**src/rtl/dpt_pkg.sv**
```systemverilog
// dpt_pkg: shared states, window codes and phase lengths
// for the double-pulse-test sequencer.
package dpt_pkg;

  typedef enum logic [2:0] {
    S_IDLE    = 3'd0,
    S_QUALIFY = 3'd1,
    S_ARMED   = 3'd2,
    S_PULSE1  = 3'd3,
    S_GAP     = 3'd4,
    S_PULSE2  = 3'd5,
    S_COOL    = 3'd6,
    S_FAULT   = 3'd7
  } state_t;

  localparam logic [15:0] VMIN_DEF = 16'h08B0;
  localparam logic [15:0] VMAX_DEF = 16'h0C0C;

  localparam int unsigned STABLE_N_DEF = 16;
  localparam int unsigned T1_DEF       = 400;
  localparam int unsigned TGAP_DEF     = 200;
  localparam int unsigned T2_DEF       = 200;
  localparam int unsigned TCOOL_DEF    = 40000;

  // Phases count down from n-1 to 0, so n cycles per phase.
  function automatic logic [15:0] ld_cnt(
    input int unsigned n
  );
    return 16'(n - 1);
  endfunction

endpackage

```
**src/rtl/dpt_if.sv**
```systemverilog
// dpt_if: control/status bundle between the ad/fault
// detect side and the DPT sequencer.
interface dpt_if;

  logic        start;
  logic        leg_sel;
  logic [15:0] volt;
  logic        volt_valid;
  logic [3:0]  igbt_err;
  logic        fault_clr;
  logic [3:0]  gate;
  logic        armed;
  logic        busy;
  logic        done;
  logic        fault;
  logic [2:0]  state_o;

  modport master (
    output start, leg_sel, volt, volt_valid,
    output igbt_err, fault_clr,
    input  gate, armed, busy, done, fault,
    input  state_o
  );

  modport slave (
    input  start, leg_sel, volt, volt_valid,
    input  igbt_err, fault_clr,
    output gate, armed, busy, done, fault,
    output state_o
  );

endinterface

```
**src/rtl/dpt_window_qual.sv**
```systemverilog
// dpt_window_qual: bus-voltage window compare and
// saturating count of consecutive in-window samples.
module dpt_window_qual #(
  parameter logic [15:0] VMIN     = 16'h08B0,
  parameter logic [15:0] VMAX     = 16'h0C0C,
  parameter int unsigned STABLE_N = 16
) (
  input  logic        clk,
  input  logic        rst_n,
  input  logic        clr,
  input  logic        volt_valid,
  input  logic [15:0] volt,
  output logic        in_win,
  output logic        qualified
);

  localparam logic [15:0] NSAT = 16'(STABLE_N);

  logic [15:0] stable_cnt;

  assign in_win = (volt > VMIN) && (volt <= VMAX);
  assign qualified = (stable_cnt == NSAT);

  always_ff @(posedge clk or negedge rst_n) begin
    if (!rst_n) begin
      stable_cnt <= '0;
    end else if (clr) begin
      stable_cnt <= '0;
    end else if (volt_valid) begin
      if (!in_win)
        stable_cnt <= '0;
      else if (stable_cnt != NSAT)
        stable_cnt <= stable_cnt + 16'd1;
    end
  end

endmodule

```
**src/rtl/dpt_sequencer.sv**
```systemverilog
// dpt_sequencer: qualifies the DC bus, then fires one double
// pulse per start edge. DPT_FAULT_LATCH_EN latches FAULT.
module dpt_sequencer
  import dpt_pkg::*;
#(
  parameter logic [15:0] VMIN      = VMIN_DEF,
  parameter logic [15:0] VMAX      = VMAX_DEF,
  parameter int unsigned STABLE_N  = STABLE_N_DEF,
  parameter int unsigned T1_CYC    = T1_DEF,
  parameter int unsigned TGAP_CYC  = TGAP_DEF,
  parameter int unsigned T2_CYC    = T2_DEF,
  parameter int unsigned TCOOL_CYC = TCOOL_DEF
) (
  input logic  clk,
  input logic  sys_rst_n,
  dpt_if.slave bus
);

  state_t      state;
  state_t      nxt;
  logic [2:0]  sync;
  logic [15:0] phase;
  logic [15:0] phase_n;
  logic [3:0]  gate_q;
  logic        leg;
  logic        leg_n;
  logic        start_edge;
  logic        in_win;
  logic        qualified;
  logic        oow;
  logic        err_any;
  logic        q_clr;
  logic        done_ev;
  logic        armed_q;
  logic        busy_q;
  logic        done_q;
  logic        fault_q;

  assign start_edge = sync[1] & ~sync[2];
  assign err_any    = |bus.igbt_err;
  assign oow        = bus.volt_valid & ~in_win;
  assign q_clr      = (state == S_COOL) &&
                      (nxt == S_QUALIFY);

  dpt_window_qual #(
    .VMIN     (VMIN),
    .VMAX     (VMAX),
    .STABLE_N (STABLE_N)
  ) u_qual (
    .clk        (clk),
    .rst_n      (sys_rst_n),
    .clr        (q_clr),
    .volt_valid (bus.volt_valid),
    .volt       (bus.volt),
    .in_win     (in_win),
    .qualified  (qualified)
  );

  always_comb begin
    nxt = state;
    unique case (state)
      S_IDLE:    nxt = S_QUALIFY;
      S_QUALIFY: if (qualified) nxt = S_ARMED;
      S_ARMED: begin
        if (oow)             nxt = S_QUALIFY;
        else if (start_edge) nxt = S_PULSE1;
      end
      S_PULSE1: begin
        if (oow)               nxt = S_COOL;
        else if (phase == '0)  nxt = S_GAP;
      end
      S_GAP: begin
        if (oow)               nxt = S_COOL;
        else if (phase == '0)  nxt = S_PULSE2;
      end
      S_PULSE2: begin
        if (oow)               nxt = S_COOL;
        else if (phase == '0)  nxt = S_COOL;
      end
      S_COOL: if (phase == '0) nxt = S_QUALIFY;
      S_FAULT: begin
`ifdef DPT_FAULT_LATCH_EN
        if (bus.fault_clr && !err_any) nxt = S_COOL;
`else
        if (!err_any) nxt = S_COOL;
`endif
      end
    endcase
    // Fault overrides every other transition.
    if (err_any && state != S_IDLE) nxt = S_FAULT;
  end

  always_comb begin
    phase_n = (phase == '0) ? '0 : phase - 16'd1;
    if (nxt != state) begin
      case (nxt)
        S_PULSE1: phase_n = ld_cnt(T1_CYC);
        S_GAP:    phase_n = ld_cnt(TGAP_CYC);
        S_PULSE2: phase_n = ld_cnt(T2_CYC);
        S_COOL:   phase_n = ld_cnt(TCOOL_CYC);
        default:  phase_n = '0;
      endcase
    end
  end

  assign leg_n = (state == S_ARMED && nxt == S_PULSE1)
               ? bus.leg_sel : leg;
  assign done_ev = (state == S_PULSE2) &&
                   (nxt == S_COOL) && !oow;

  always_ff @(posedge clk or negedge sys_rst_n) begin
    if (!sys_rst_n) begin
      state   <= S_IDLE;
      sync    <= '0;
      phase   <= '0;
      leg     <= 1'b0;
      gate_q  <= '0;
      armed_q <= 1'b0;
      busy_q  <= 1'b0;
      done_q  <= 1'b0;
      fault_q <= 1'b0;
    end else begin
      sync    <= {sync[1:0], bus.start};
      state   <= nxt;
      phase   <= phase_n;
      leg     <= leg_n;
      if (nxt == S_PULSE1 || nxt == S_PULSE2)
        gate_q <= leg_n ? 4'b0100 : 4'b0001;
      else
        gate_q <= 4'b0000;
      armed_q <= (nxt == S_ARMED);
      busy_q  <= nxt inside {S_PULSE1, S_GAP, S_PULSE2};
      done_q  <= done_ev;
      fault_q <= (nxt == S_FAULT);
    end
  end

  assign bus.gate    = gate_q & {4{~err_any}};
  assign bus.armed   = armed_q;
  assign bus.busy    = busy_q;
  assign bus.done    = done_q;
  assign bus.fault   = fault_q;
  assign bus.state_o = state;

`ifndef DPT_FAULT_LATCH_EN
  logic unused_clr;
  assign unused_clr = bus.fault_clr;
`endif

endmodule

```
**src/flat_wrapper.sv**
```systemverilog
// flat-port wrapper written by rule: the top's interface ports become plain ports
module dpt_sequencer_flat import dpt_pkg::*;
#(
  parameter logic [15:0] VMIN      = VMIN_DEF,
  parameter logic [15:0] VMAX      = VMAX_DEF,
  parameter int unsigned STABLE_N  = STABLE_N_DEF,
  parameter int unsigned T1_CYC    = T1_DEF,
  parameter int unsigned TGAP_CYC  = TGAP_DEF,
  parameter int unsigned T2_CYC    = T2_DEF,
  parameter int unsigned TCOOL_CYC = TCOOL_DEF
)
  (clk, sys_rst_n, bus_start, bus_leg_sel, bus_volt, bus_volt_valid, bus_igbt_err, bus_fault_clr, bus_gate, bus_armed, bus_busy, bus_done, bus_fault, bus_state_o);
  dpt_if bus_i ();
  input logic clk;
  input logic sys_rst_n;
  input wire logic [$bits(bus_i.start)-1:0] bus_start;
  input wire logic [$bits(bus_i.leg_sel)-1:0] bus_leg_sel;
  input wire logic [$bits(bus_i.volt)-1:0] bus_volt;
  input wire logic [$bits(bus_i.volt_valid)-1:0] bus_volt_valid;
  input wire logic [$bits(bus_i.igbt_err)-1:0] bus_igbt_err;
  input wire logic [$bits(bus_i.fault_clr)-1:0] bus_fault_clr;
  output wire logic [$bits(bus_i.gate)-1:0] bus_gate;
  output wire logic [$bits(bus_i.armed)-1:0] bus_armed;
  output wire logic [$bits(bus_i.busy)-1:0] bus_busy;
  output wire logic [$bits(bus_i.done)-1:0] bus_done;
  output wire logic [$bits(bus_i.fault)-1:0] bus_fault;
  output wire logic [$bits(bus_i.state_o)-1:0] bus_state_o;
  assign bus_i.start = bus_start;
  assign bus_i.leg_sel = bus_leg_sel;
  assign bus_i.volt = bus_volt;
  assign bus_i.volt_valid = bus_volt_valid;
  assign bus_i.igbt_err = bus_igbt_err;
  assign bus_i.fault_clr = bus_fault_clr;
  assign bus_gate = bus_i.gate;
  assign bus_armed = bus_i.armed;
  assign bus_busy = bus_i.busy;
  assign bus_done = bus_i.done;
  assign bus_fault = bus_i.fault;
  assign bus_state_o = bus_i.state_o;
  dpt_sequencer #(.VMIN(VMIN), .VMAX(VMAX), .STABLE_N(STABLE_N), .T1_CYC(T1_CYC), .TGAP_CYC(TGAP_CYC), .T2_CYC(T2_CYC), .TCOOL_CYC(TCOOL_CYC)) u_core (.clk(clk), .sys_rst_n(sys_rst_n), .bus(bus_i));
endmodule
```
**config.mk**
```make
export PLATFORM = sky130hd
export DESIGN_NAME = dpt_sequencer_flat
export DESIGN_NICKNAME = d
export VERILOG_FILES = /design/src/rtl/dpt_pkg.sv /design/src/rtl/dpt_if.sv /design/src/rtl/dpt_window_qual.sv /design/src/rtl/dpt_sequencer.sv /design/src/flat_wrapper.sv
export SDC_FILE = /design/constraint.sdc
export NUM_CORES = 1
export LEC_CHECK = 0
export CORE_MARGIN = 1
export CORE_UTILIZATION = 55
export CTS_CLUSTER_DIAMETER = 200
export DETAILED_ROUTE_END_ITERATION = 8
export PLACE_DENSITY = 0.78
export RECOVER_POWER = 50
export SLEW_MARGIN = 10
export SYNTH_ARGS = -nofsm -noshare
export SYNTH_HDL_FRONTEND = slang
export SYNTH_SLANG_ARGS = --single-unit
```
**constraint.sdc**
```tcl
create_clock -name clk -period 4.35 [get_ports clk]
set_clock_uncertainty 0.2 [all_clocks]
set_input_delay 0.6525 -clock clk [delete_from_list [all_inputs] [get_ports clk]]
set_output_delay 0.6525 -clock clk [all_outputs]
set_load 0.03 [all_outputs]
```
== Word-level counts from Yosys, hierarchy flattened ==
Index checks and enable logic that the tools add are counted.
Storage, ports and cells
  bits in registers: 47
  input bits: 26
  word-level logic and storage cells: 77
Operators by class
  $add $sub $neg: 2
  order comparisons: 2
  equality and inequality tests: 18
  mux-type cells: 23
  bitwise operators: 6
  reduce and logical (&&, ||, !) cells: 16
Operators with widths (count)
  16-bit 2-to-1 mux: 6
  16-bit one-hot mux with 3 select lines: 1
  3-bit 2-to-1 mux: 13
  3-bit == test (second input constant): 8
  3-bit one-hot mux with 8 select lines: 1
  16-bit by 1-bit adder with 16-bit output (second input constant): 1
  16-bit by 5-bit == test with 1-bit output (second input constant): 1
  16-bit by 12-bit > comparator with 1-bit output (second input constant): 1
  16-bit by 12-bit <= comparator with 1-bit output (second input constant): 1
  16-bit logical NOT: 1
  16-bit by 5-bit inequality test with 1-bit output (second input constant): 1
  16-bit by 1-bit subtractor with 16-bit output (second input constant): 1
  3-bit by 2-bit == test with 1-bit output (second input constant): 4
  3-bit by 1-bit == test with 1-bit output (second input constant): 2
  1-bit logical AND: 6
  3-bit nonzero test: 2
  4-bit AND: 1
  4-bit 2-to-1 mux: 1
  4-bit OR reduction: 1
  3-bit logical NOT: 1
  3-bit inequality test: 1
  3-bit inequality test (second input constant): 1
  1-bit NOT: 3
  1-bit AND: 2
  6 further kinds: 6

== Depth between registers and ports, before layout ==
Gate-level depths: netlist of run 1.
  depth in word-level cells: 12
  depth in mapped cells: 11

== Modules after synthesis ==
From an unflattened synthesis of run 1, not the netlist that was laid out.
Second synthesis, totals
  cells, all modules: 296
  area, all modules: 2817.7 µm²
Modules (own cells, without submodules)
  dpt_sequencer: times used 1, cells an instance 172, area each 1714.1 µm²
  dpt_window_qual: times used 1, cells an instance 124, area each 1103.6 µm²

== Worst setup path after synthesis of run 1 ==
No wires, ideal clock.
  kind: input -> register
  start: in bus_volt[9]
  end: reg u_core.leg
  setup time: 0.128 ns
  arrival time: 3.044 ns
  data required time: 4.022 ns
  path slack: 0.979 ns
  stages: 8
  buffers on the path: 0
  cell sequence: or4_1 o311a_1 a211oi_4 o21ai_2 a311oi_2 nor2_2 nor4_4 mux2_1
Between the ends
  longest elaborated chain between the ends: 10
  elaborated cells on any way between the ends: 14
RTL lines
  start: declaration: line flat_wrapper.sv:18  | input wire logic [$bits(bus_i.volt)-1:0] bus_volt;
  16-bit by 12-bit > comparator with 1-bit output or 16-bit by 12-bit <= comparator with 1-bit output (tied branches): line dpt_window_qual.sv:21  | assign in_win = (volt > VMIN) && (volt <= VMAX);
  1-bit logical AND (*): line dpt_window_qual.sv:21
  1-bit NOT (*): line dpt_sequencer.sv:41  | assign oow = bus.volt_valid & ~in_win;
  1-bit AND (*): line dpt_sequencer.sv:41
  3-bit 2-to-1 mux (on tied branches)
  3-bit one-hot mux with 8 select lines (*): line dpt_sequencer.sv:61  | unique case (state)
  3-bit 2-to-1 mux (*): line dpt_sequencer.sv:90  | if (err_any && state != S_IDLE) nxt = S_FAULT;
  via u_core.nxt[2]: line dpt_sequencer.sv:20  | state_t nxt;
  3-bit by 2-bit == test with 1-bit output (*): line dpt_sequencer.sv:106  | assign leg_n = (state == S_ARMED && nxt == S_PULSE1)
  1-bit logical AND (*): line dpt_sequencer.sv:106
  1-bit 2-to-1 mux (*): line dpt_sequencer.sv:107  | ? bus.leg_sel : leg;
  via u_core.leg_n: line dpt_sequencer.sv:26  | logic leg_n;
  end signal: assignment: line dpt_sequencer.sv:126  | leg <= leg_n;
  end: declaration: line dpt_sequencer.sv:25  | logic leg;
The timed path passes the listed nets; every way through them passes the cells marked *.
A chain may end at the register's enable or synchronous reset.

== Final worst setup path of run 1 ==
  start: in bus_volt[9]
  end: reg u_core.phase[0]
Between the ends
  longest elaborated chain between the ends: 11
  elaborated cells on any way between the ends: 19
RTL lines
  16-bit by 12-bit > comparator with 1-bit output or 16-bit by 12-bit <= comparator with 1-bit output (tied branches): line dpt_window_qual.sv:21
  1-bit logical AND (*): line dpt_window_qual.sv:21
  1-bit NOT (*): line dpt_sequencer.sv:41
  1-bit AND (*): line dpt_sequencer.sv:41
  3-bit 2-to-1 mux (on tied branches)
  3-bit one-hot mux with 8 select lines (*): line dpt_sequencer.sv:61
  3-bit 2-to-1 mux (*): line dpt_sequencer.sv:90
  3-bit == test: line dpt_sequencer.sv:96  | case (nxt)
  2-bit OR reduction (no line)
  16-bit one-hot mux with 3 select lines: line dpt_sequencer.sv:96
  16-bit 2-to-1 mux (*): line dpt_sequencer.sv:95  | if (nxt != state) begin
  via u_core.phase_n[0]: line dpt_sequencer.sv:23  | logic [15:0] phase_n;
  end signal: assignment: line dpt_sequencer.sv:125  | phase <= phase_n;
  end: declaration: line dpt_sequencer.sv:22  | logic [15:0] phase;
Marks and branches as above.

==> flow_summary.json, run 1 <==
{
  "htree_num_levels": 2,
  "portBuffers": 33,
  "ant_nets": 0,
  "clk_pin_slew_ns": 0.08,
  "synth_edf_count": 0,
  "clkLatencyLatePin_ns": 0.30,
  "areaGrowthSynthToFinish_pct": 16.3,
  "synth_warnings": 0,
  "cts_setup_buffers": 0,
  "ys_ff_latch": 45,
  "cp_max_fo": 11,
  "routabilityCongestion": 0.905,
  "r2r_setup_slack_ns": 0.79,
  "diodes": 0,
  "vias": 2574,
  "pwr-share-clk_pct": 23.1,
  "cts_made_buffers": 5,
  "setup_tns_ns": 0,
  "max-slew-margin-rel_pct": -56.8,
  "switching_share_pct": 32.9,
  "synth.avg_cell_area_sq_um": 9.04,
  "grt_max_degree": 46,
  "p_seq_share_pct": 48.3,
  "hold_path_end": "u_core.sync[1]",
  "initial_core_util_pct": 58.8,
  "grtUsageTotal_pct": 26.0,
  "die-area_sq_um": 5470,
  "rsz0062_at_grt": "false",
  "ctsResizeCount": 0,
  "status": "finished, violations left",
  "ir_worst_vdd_uv": 289,
  "synth-main-ff-cell": "dfrtp_1",
  "finalSetupViolCount": 0,
  "min_path_type": "reg2reg",
  "num_rows": 25,
  "clock_path_buffers": 2,
  "netlist_instances": 315,
  "combPwrFrac_pct": 28.6,
  "regToRegStartpoint": "u_core.phase[0]",
  "synth_compound_area_share_pct": 21.6,
  "drc": 0,
  "cp_data_arrival_time_ns": 3.81,
  "synth_top_family_by_area": "simple AND/OR/NAND/NOR gates",
  "reg2regPathDepth": 11,
  "grt_pass1_wl_um": 10900,
  "powerDensity_nw_per_um2": 339,
  "end_kind": "flip-flop",
  "synth_area_sq_um": 2850,
  "preCtsSetupSlack_ns": 0.282,
  "reg2reg_to": "u_core.leg",
  "vias_per_cell": 6.22,
  "fin_crit_sh_pct": 87.5,
  "maxCapViolCount": 1,
  "cp.required_ns": 4.35,
  "drt-wirelength-per-cell_um": 15.6,
  "violations": "capacitance limit, slew limit",
  "critPathLaunchType": "primary input",
  "hold_viol_final": 0,
  "first_pass_iters": 5,
  "cts_tree": "done",
  "die_w_um": 74.0,
  "async_reset_ff_share_pct": 100,
  "clock.fmax_ghz": 0.263,
  "yosysSeqAreaShare_pct": 39.5,
  "drive_above_1_share_pct": 9.51,
  "p_leak_nw": 1.33,
  "cts_hold_buf": 0,
  "final_nets": 375,
  "multiInputGateArea_sq_um": 1620,
  "postRouteWirelength_um": 6450,
  "grt_pass1_vias": 2357,
  "worst_pin_slew_ns": 2.35,
  "fillers": 395,
  "critPathKind": "in2reg",
  "fp.dieH_um": 74.0,
  "antenna_found_initial": 0,
  "place_hpwl_um": 4560,
  "layout_setup_ws_ns": 0.545,
  "cts_root_buf": "clkbuf_8",
  "power_switching_uw": 369,
  "coreArea_sq_um": 4850,
  "ios": 37,
  "register_area_sq_um": 1130,
  "whs_path_depth": 0,
  "yosys.area_share.simple_pct": 26.9,
  "hold_start": "u_core.sync[0]",
  "grt_overflow_total": 0,
  "drt_iter0_markers": 255,
  "drv_slew": 46,
  "p_int_uw": 753,
  "synthMuxAreaShare_pct": 1.80,
  "clock_sinks": 45,
  "hold_ws_ns": 0.168,
  "synth_cell_types": 65,
  "synthXorXnorAreaFrac_pct": 4.87,
  "synth_fa_ha_area_share_pct": 1.32,
  "finalCriticalPeriod_ns": 3.81
}
worst max-delay path: stages:
cell	delay, ns
clkdlybuf4s50_1	0.41
or4_1	0.52
o311a_1	0.35
a211oi_4	0.46
nor2_1	0.12
or2_2	0.32
a31oi_2	0.28
nand3_1	0.38
o22ai_1	0.29
stage by stage:
step	cells	power [mW]	utilization [%]	instance area [sq um]
6_report	414	1.12	68.3	3310
2_1_floorplan	316	0.768	-	2850
3_5_place_dp	406	0.866	66.6	3230
3_3_place_gp	406	0.854	66.6	3230
5_1_grt	414	1.19	68.3	3310
4_1_cts	414	1.13	68.4	3320
area by class of cell:
class,instances,share of cell area (%)
tap,67,2.53
inverter,11,1.25
multi-input combinational,245,48.8
clock buffer,6,2.19
clock inverter,2,0.453
sequential,45,34.0
timing repair buffer,38,10.8
state kept, by name (all words and copies together), names as in the netlist:
signal / cells
u_core.bus.armed: 1
u_core.bus.busy: 1
u_core.gate_q: 2
u_core.bus.done: 1
u_core.leg: 1
u_core.bus.state_o: 3
u_core.sync: 3
u_core.u_qual.stable_cnt: 16
u_core.bus.fault: 1
u_core.phase: 16
worst max path at each step:
stage	slack, ns	startpoint	end	cells past startpoint
final	0.54	bus_volt[9]	u_core.phase[0]	9
after global routing	0.36	bus_volt[9]	u_core.phase[0]	9
after CTS	0.60	bus_volt[9]	u_core.phase[0]	9
after detailed placement	0.28	bus_volt[9]	u_core.phase[0]	9
after global placement	0.32	bus_volt[9]	u_core.phase[0]	9
after floorplan	0.98	bus_volt[9]	u_core.leg	8
layer usage:
layer	track usage (%)	share of wire, %
met3	4.61	6.4
met1	36.4	48
met5	0	0
met4	8.33	1.0
met2	41.2	45
cell families (layout without fill, tap and decap cells):
group           count (synthesis)  after routing
buf+inv                        26             57
compound gates                 91             91
flops                          45             45
simple gates                  129            129
fa+ha+maj                       3              3
xor+xnor                       15             15
mux                             5              5
other cells                     1              2
synthesized netlist by cell type (2+ instances only):
| cell | count | area (sq um) |
|---|---|---|
| and2_1 | 5 | 31.3 |
| o31ai_1 | 2 | 15.0 |
| nand4_1 | 4 | 25.0 |
| nor4_1 | 8 | 50.1 |
| xor2_1 | 7 | 61.3 |
| nand3_1 | 10 | 50.1 |
| mux2i_1 | 4 | 40.0 |
| or3_1 | 8 | 50.1 |
| nand2b_1 | 6 | 37.5 |
| nor3_1 | 10 | 50.1 |
| and3_1 | 6 | 37.5 |
| a31oi_1 | 5 | 31.3 |
| ha_1 | 3 | 37.5 |
| a21oi_1 | 25 | 125 |
| dfrtp_1 | 45 | 1130 |
| nand2_1 | 11 | 41.3 |
| xnor2_1 | 7 | 61.3 |
| a211o_1 | 2 | 17.5 |
| o21a_1 | 2 | 15.0 |
| nor4b_1 | 4 | 35.0 |
| inv_1 | 10 | 37.5 |
| nand3b_1 | 4 | 30.0 |
| o21ai_0 | 23 | 115 |
| o211ai_1 | 4 | 30.0 |
| o22ai_1 | 9 | 56.3 |
| nor4_4 | 2 | 42.5 |
| nor2_1 | 27 | 101 |
| nor3b_1 | 2 | 15.0 |
| or2_2 | 5 | 31.3 |
| nor2b_1 | 3 | 18.8 |
| buf_4 | 3 | 22.5 |
| clkbuf_1 | 11 | 41.3 |
| nand4b_1 | 2 | 17.5 |
| or4_1 | 5 | 37.5 |
layout by cell type (no fill, tap or decap), drive strengths merged, types with 6 or more instances in the layout:
cell            n
nor2           28
a31oi           6
inv            11
nand2b          6
nor4           11
nand2          12
and3            6
a21oi          25
nor3           10
xnor2           7
xor2            8
or3             8
dfrtp          45
clkdlybuf4s50  31
o22ai           9
o21ai          25
nand3          11
clkbuf          8
power groups by stage:
stage / Combinational (mW) / Clock [mW] / Sequential, mW
2_1_floorplan: 0.232 / 0 / 0.536
3_3_place_gp: 0.308 / 0 / 0.546
3_5_place_dp: 0.318 / 0 / 0.548
4_1_cts: 0.321 / 0.264 / 0.540
5_1_grt: 0.355 / 0.279 / 0.553
6_report: 0.321 / 0.259 / 0.542
Power figures use the tool's default switching activity.
==> run 2, diff against run 1 <==
GPL_TIMING_DRIVEN = 0   (was not set)
==> flow_summary.json, run 2 (synthesized netlist as in run 1, its figures left out) <==
{
  "num_rows": 25,
  "antenna_found_initial": 0,
  "path_buf_inv": 2,
  "critPathLaunchType": "primary input",
  "fin_cells": 424,
  "grt_max_degree": 32,
  "placed_cell_area_sq_um": 3280,
  "grt_pass1_vias": 2417,
  "cts_setup_buffers": 0,
  "worst_pin_slew_ns": 1.62,
  "layout_setup_ws_ns": 0.576,
  "drv_slew": 32,
  "final_nets": 386,
  "grt_overflow_total": 0,
  "crit_family": "simple AND/OR/NAND/NOR gates",
  "p_leak_nw": 1.36,
  "drt_iter0_markers": 372,
  "clk_pin_slew_ns": 0.08,
  "min_path_type": "reg2reg",
  "first_pass_iters": 6,
  "htree_num_levels": 2,
  "grtUsageTotal_pct": 26.4,
  "setup_tns_ns": 0,
  "preCtsSetupSlack_ns": 0.186,
  "place_hpwl_um": 4760,
  "design_area_sq_um": 3370,
  "clkLatencyLatePin_ns": 0.30,
  "ant_nets": 0,
  "layout_commonest_cell": "dfrtp_1",
  "ir_worst_vdd_uv": 248,
  "end_kind": "flip-flop",
  "grt_pass1_wl_um": 11200,
  "vias_per_cell": 6.22,
  "utilization_pct": 69.6,
  "cp_data_arrival_time_ns": 3.76,
  "critPathKind": "in2reg",
  "totalPowerFinal_mw": 1.16,
  "rsz0062_at_grt": "false",
  "ios": 37,
  "drt-wirelength-per-cell_um": 16.0,
  "cts_root_buf": "clkbuf_8",
  "critical-path-max-stage-delay_ns": 0.53,
  "coreArea_sq_um": 4850,
  "fin_crit_sh_pct": 86.8,
  "routabilityCongestion": 1.01,
  "final_cell_mix": "dfrtp_1, clkdlybuf4s50_1, nor2_1",
  "clock_sinks": 45,
  "max-slew-margin-rel_pct": -7.79,
  "status": "finished, violations left",
  "fp.dieH_um": 74.0,
  "critical_path.slowest_cell": "or4_1",
  "post-place-cells": 417,
  "finalCriticalPeriod_ns": 3.77,
  "cp_max_fo": 10,
  "postRouteWirelength_um": 6770,
  "clock_path_buffers": 2,
  "hold_ws_ns": 0.164,
  "cts_tree": "done",
  "die_w_um": 74.0,
  "drc": 0,
  "cts_made_buffers": 5,
  "diodes": 0,
  "violations": "capacitance limit, slew limit",
  "cp.required_ns": 4.33,
  "clock.fmax_ghz": 0.265,
  "hold_viol_final": 0,
  "maxCapViolCount": 1,
  "initial_core_util_pct": 58.8,
  "die-area_sq_um": 5470,
  "reg.largest.list": "u_core.phase (16), u_core.u_qual.stable_cnt (16)",
  "cts_hold_buf": 0,
  "ctsResizeCount": 0,
  "crit_chain": "clkdlybuf4s50_1, or4_1, o311a_1, a211oi_4, nor2_1, or2_2, a31oi_2, and2_1, buf_4, o22ai_1",
  "vias": 2639,
  "areaGrowthSynthToFinish_pct": 18.4,
  "finalSetupViolCount": 0,
  "powerDensity_nw_per_um2": 344,
  "portBuffers": 33,
  "drive_above_1_share_pct": 9.52,
  "fillers": 395
}
[run 2: cell count changes in the layout (fill, tap and decap cells not counted)]
| cell | before | now |
|---|---|---|
| nor4_2 | 1 | 2 |
| bufinv_16 | 0 | 1 |
| buf_2 | 0 | 1 |
| buf_4 | 4 | 3 |
| clkinv_2 | 0 | 1 |
| clkinvlp_4 | 2 | 0 |
| clkbuf_1 | 3 | 13 |
| nor4_1 | 8 | 7 |
[run 2: cell type report]
| type | instances | area (sq um) | share of cell area, % |
|---|---|---|---|
| well taps | 67 | 83.8 | 2.48 |
| multi-input cells | 245 | 1620 | 48.1 |
| clock inverters | 2 | 35.0 | 1.04 |
| repair buffers | 34 | 328 | 9.71 |
| clock buffers | 5 | 68.8 | 2.04 |
| flip-flops and latches | 45 | 1130 | 33.4 |
| plain buffers | 15 | 68.8 | 2.04 |
| inverters | 11 | 41.3 | 1.22 |
[run 2: path summary, 6_finish.rpt]
check,start,endpoint,slack [ns],depth (start not counted)
max in group asynchronous,sys_rst_n,u_core.bus.busy,1.74,2
setup / recovery,bus_volt[9],u_core.phase[15],0.58,10
setup reg to reg,u_core.phase[0],u_core.leg,0.83,11
hold / removal,u_core.sync[0],u_core.sync[1],0.16,0
min in group asynchronous,sys_rst_n,u_core.u_qual.stable_cnt[5],0.23,1
hold reg to reg,u_core.sync[0],u_core.sync[1],0.16,0
[run 2: report_power, final]
group	switching, mW	internal, mW
Sequential	0.0617	0.479
Clock	0.145	0.167
Combinational	0.155	0.151
[run 2: routing by layer]
metal	vias to the layer above	track usage, %	wire length, um
li1	1263	-	-
met1	1238	36.9	2990
met2	125	42.0	3090
met3	13	5.15	600
met4	0	7.05	90
met5	-	0	0
==> run 3, diff against run 2 <==
ABC_AREA = 1   (was not set)
PLACE_DENSITY = 0.77   (was 0.78)
RECOVER_POWER = 25   (was 50)
==> flow_summary.json, run 3 <==
{
  "status": "finished, violations left",
  "violations": "capacitance limit, slew limit",
  "postRouteWirelength_um": 6110,
  "clock_path_buffers": 2,
  "drive_above_1_share_pct": 8.66,
  "ys_ff_latch": 45,
  "initial_core_util_pct": 58.9,
  "powerDensity_nw_per_um2": 370,
  "async_reset_ff_share_pct": 100,
  "switching_share_pct": 33.7,
  "finalSetupViolCount": 0,
  "synth_commonest_cells": "nand2_1, nor2_1, inv_1",
  "synth_edf_count": 0,
  "end_kind": "output port",
  "pwr-share-clk_pct": 25.2,
  "vias_per_cell": 5.00,
  "placed_cell_area_sq_um": 3290,
  "cp_max_fo": 4,
  "regToRegStartpoint": "u_core.phase[0]",
  "synth-main-ff-cell": "dfrtp_1",
  "vias": 2646,
  "rsz0062_at_grt": "false",
  "min_path_type": "reg2reg",
  "ant_nets": 0,
  "drt-wirelength-per-cell_um": 11.6,
  "hold_start": "u_core.sync[0]",
  "cts_root_buf": "clkbuf_8",
  "ctsResizeCount": 0,
  "place_hpwl_um": 4730,
  "reg2regPathDepth": 12,
  "clkLatencyLatePin_ns": 0.30,
  "layout_commonest_cell": "nand2_1",
  "fin_crit_sh_pct": 70.2,
  "synth_area_sq_um": 2860,
  "yosys.cell_count.top_type": "nand2_1",
  "cts_setup_buffers": 0,
  "grtUsageTotal_pct": 24.9,
  "cp.required_ns": 3.50,
  "netlist_instances": 419,
  "p_leak_nw": 1.80,
  "cts_tree": "done",
  "coreArea_sq_um": 4850,
  "final_cell_mix": "nand2_1, nor2_1, inv_1",
  "combPwrFrac_pct": 31.4,
  "hold_viol_final": 0,
  "drt_iter0_markers": 147,
  "worst_pin_slew_ns": 1.61,
  "p_int_uw": 829,
  "grt_pass1_wl_um": 10500,
  "yosysTopAreaCellShare_pct": 39.4,
  "hold_ws_ns": 0.157,
  "fp.dieH_um": 74.1,
  "grt_max_degree": 32,
  "die_w_um": 74.1,
  "setup_tns_ns": 0,
  "cp_data_arrival_time_ns": 2.20,
  "crit_family": "buffers and inverters",
  "reg2reg_to": "u_core.u_qual.stable_cnt[5]",
  "power_switching_uw": 422,
  "drv_slew": 32,
  "grt_pass1_vias": 2471,
  "final_nets": 490,
  "hold_path_end": "u_core.sync[1]",
  "synth_area_leaders": "dfrtp_1, nand2_1, nor2_1",
  "yosysTopAreaCell": "dfrtp_1",
  "r2r_setup_slack_ns": 1.76,
  "routabilityCongestion": 0.936,
  "critPathKind": "in2out",
  "num_rows": 25,
  "htree_num_levels": 2,
  "portBuffers": 33,
  "ios": 37,
  "startpoint": "bus_igbt_err[1]",
  "maxCapViolCount": 1,
  "ir_worst_vdd_uv": 180,
  "antenna_found_initial": 0,
  "post-place-cells": 521,
  "areaGrowthSynthToFinish_pct": 18.4,
  "clock_sinks": 45,
  "drc": 0,
  "fillers": 424,
  "critical-path-max-stage-delay_ns": 0.70,
  "crit_chain": "clkdlybuf4s50_1, nor2_1, nand2_1, nor2_1, clkdlybuf4s50_1",
  "design_area_sq_um": 3380,
  "critical_path.slowest_cell": "clkdlybuf4s50_1",
  "max-slew-margin-rel_pct": -7.57,
  "critPathLaunchType": "primary input",
  "layout_setup_ws_ns": 1.30,
  "synth_cell_types": 36,
  "first_pass_iters": 4,
  "cts_hold_buf": 0,
  "finalCriticalPeriod_ns": 3.05,
  "whs_path_depth": 0,
  "reg.largest.list": "u_core.phase (16), u_core.u_qual.stable_cnt (16)",
  "clock.fmax_ghz": 0.327,
  "path_buf_inv": 2,
  "yosysSeqAreaShare_pct": 39.4,
  "grt_overflow_total": 0,
  "cts_made_buffers": 5,
  "synth_warnings": 0,
  "fin_cells": 529,
  "die-area_sq_um": 5490,
  "p_seq_share_pct": 43.4,
  "diodes": 0,
  "synth.avg_cell_area_sq_um": 6.82,
  "preCtsSetupSlack_ns": 1.21,
  "clk_pin_slew_ns": 0.08
}
-- run 3: cell count changes after synthesis, moves of 6 or more --
| cell | before | now |
|---|---|---|
| nand2b_1 | 6 | 0 |
| nor2_1 | 27 | 66 |
| clkbuf_1 | 11 | 2 |
| o21ai_0 | 23 | 6 |
| nor4_1 | 8 | 2 |
| nand3_1 | 10 | 27 |
| inv_1 | 10 | 60 |
| a21oi_1 | 25 | 6 |
| nand2_1 | 11 | 117 |
| or3_1 | 8 | 0 |
| inv_2 | 1 | 12 |
-- run 3: cell type report --
cell class	instances	area (sq um)	area share, %
Sequential cell	45	1130	33.3
Inverter	73	274	8.10
Clock inverter	2	38.8	1.15
Buffer	8	48.8	1.44
Tap cell	67	83.8	2.48
Multi-Input combinational cell	294	1410	41.7
Clock buffer	6	72.6	2.14
Timing Repair Buffer	34	328	9.69
-- run 3: kinds of logic after synthesis --
| kind of cell | Yosys count | synth area share, % |
|---|---|---|
| simple gates | 245 | 36.8 |
| buf+inv | 81 | 11.3 |
| flops | 45 | 39.4 |
| compound gates | 31 | 7.05 |
| xor+xnor | 13 | 3.98 |
| fa+ha+maj | 3 | 1.31 |
| other cells | 1 | 0.131 |
-- run 3: worst max-delay path by stage --
stage                                   to  slack, ns  cells past startpoint
after detailed placement   u_core.phase[5]       1.21                     17
after global routing           bus_gate[0]       1.18                      5
after CTS                      bus_gate[0]       1.29                      5
after floorplan           u_core.phase[10]       1.98                     17
final                          bus_gate[0]       1.30                      5
after global placement    u_core.gate_q[0]       1.22                      1
-- run 3: per-stage QoR --
step	total power [mW]	utilization, %
finish	1.25	69.8
global route	1.35	69.8
CTS	1.26	70.2
detailed placement	0.944	67.9
global placement	0.925	67.6
floorplan	0.847	-
-- run 3: power groups by stage --
| stage | Combinational (mW) | Sequential (mW) | Clock [mW] |
|---|---|---|---|
| after floorplan | 0.307 | 0.540 | 0 |
| after global routing | 0.453 | 0.552 | 0.344 |
| after detailed placement | 0.392 | 0.552 | 0 |
| after CTS | 0.395 | 0.543 | 0.326 |
| after global placement | 0.375 | 0.550 | 0 |
| final | 0.392 | 0.543 | 0.315 |
-- run 3: routing by layer --
layer / vias up / wire length (um) / part of all wire [%] / track usage (%)
met5: - / 0 / 0 / 0
met4: 0 / 64 / 1.0 / 7.26
met3: 6 / 253 / 4.1 / 4.88
met2: 57 / 2960 / 48 / 41.0
met1: 1195 / 2840 / 46 / 33.2
li1: 1388 / - / - / -
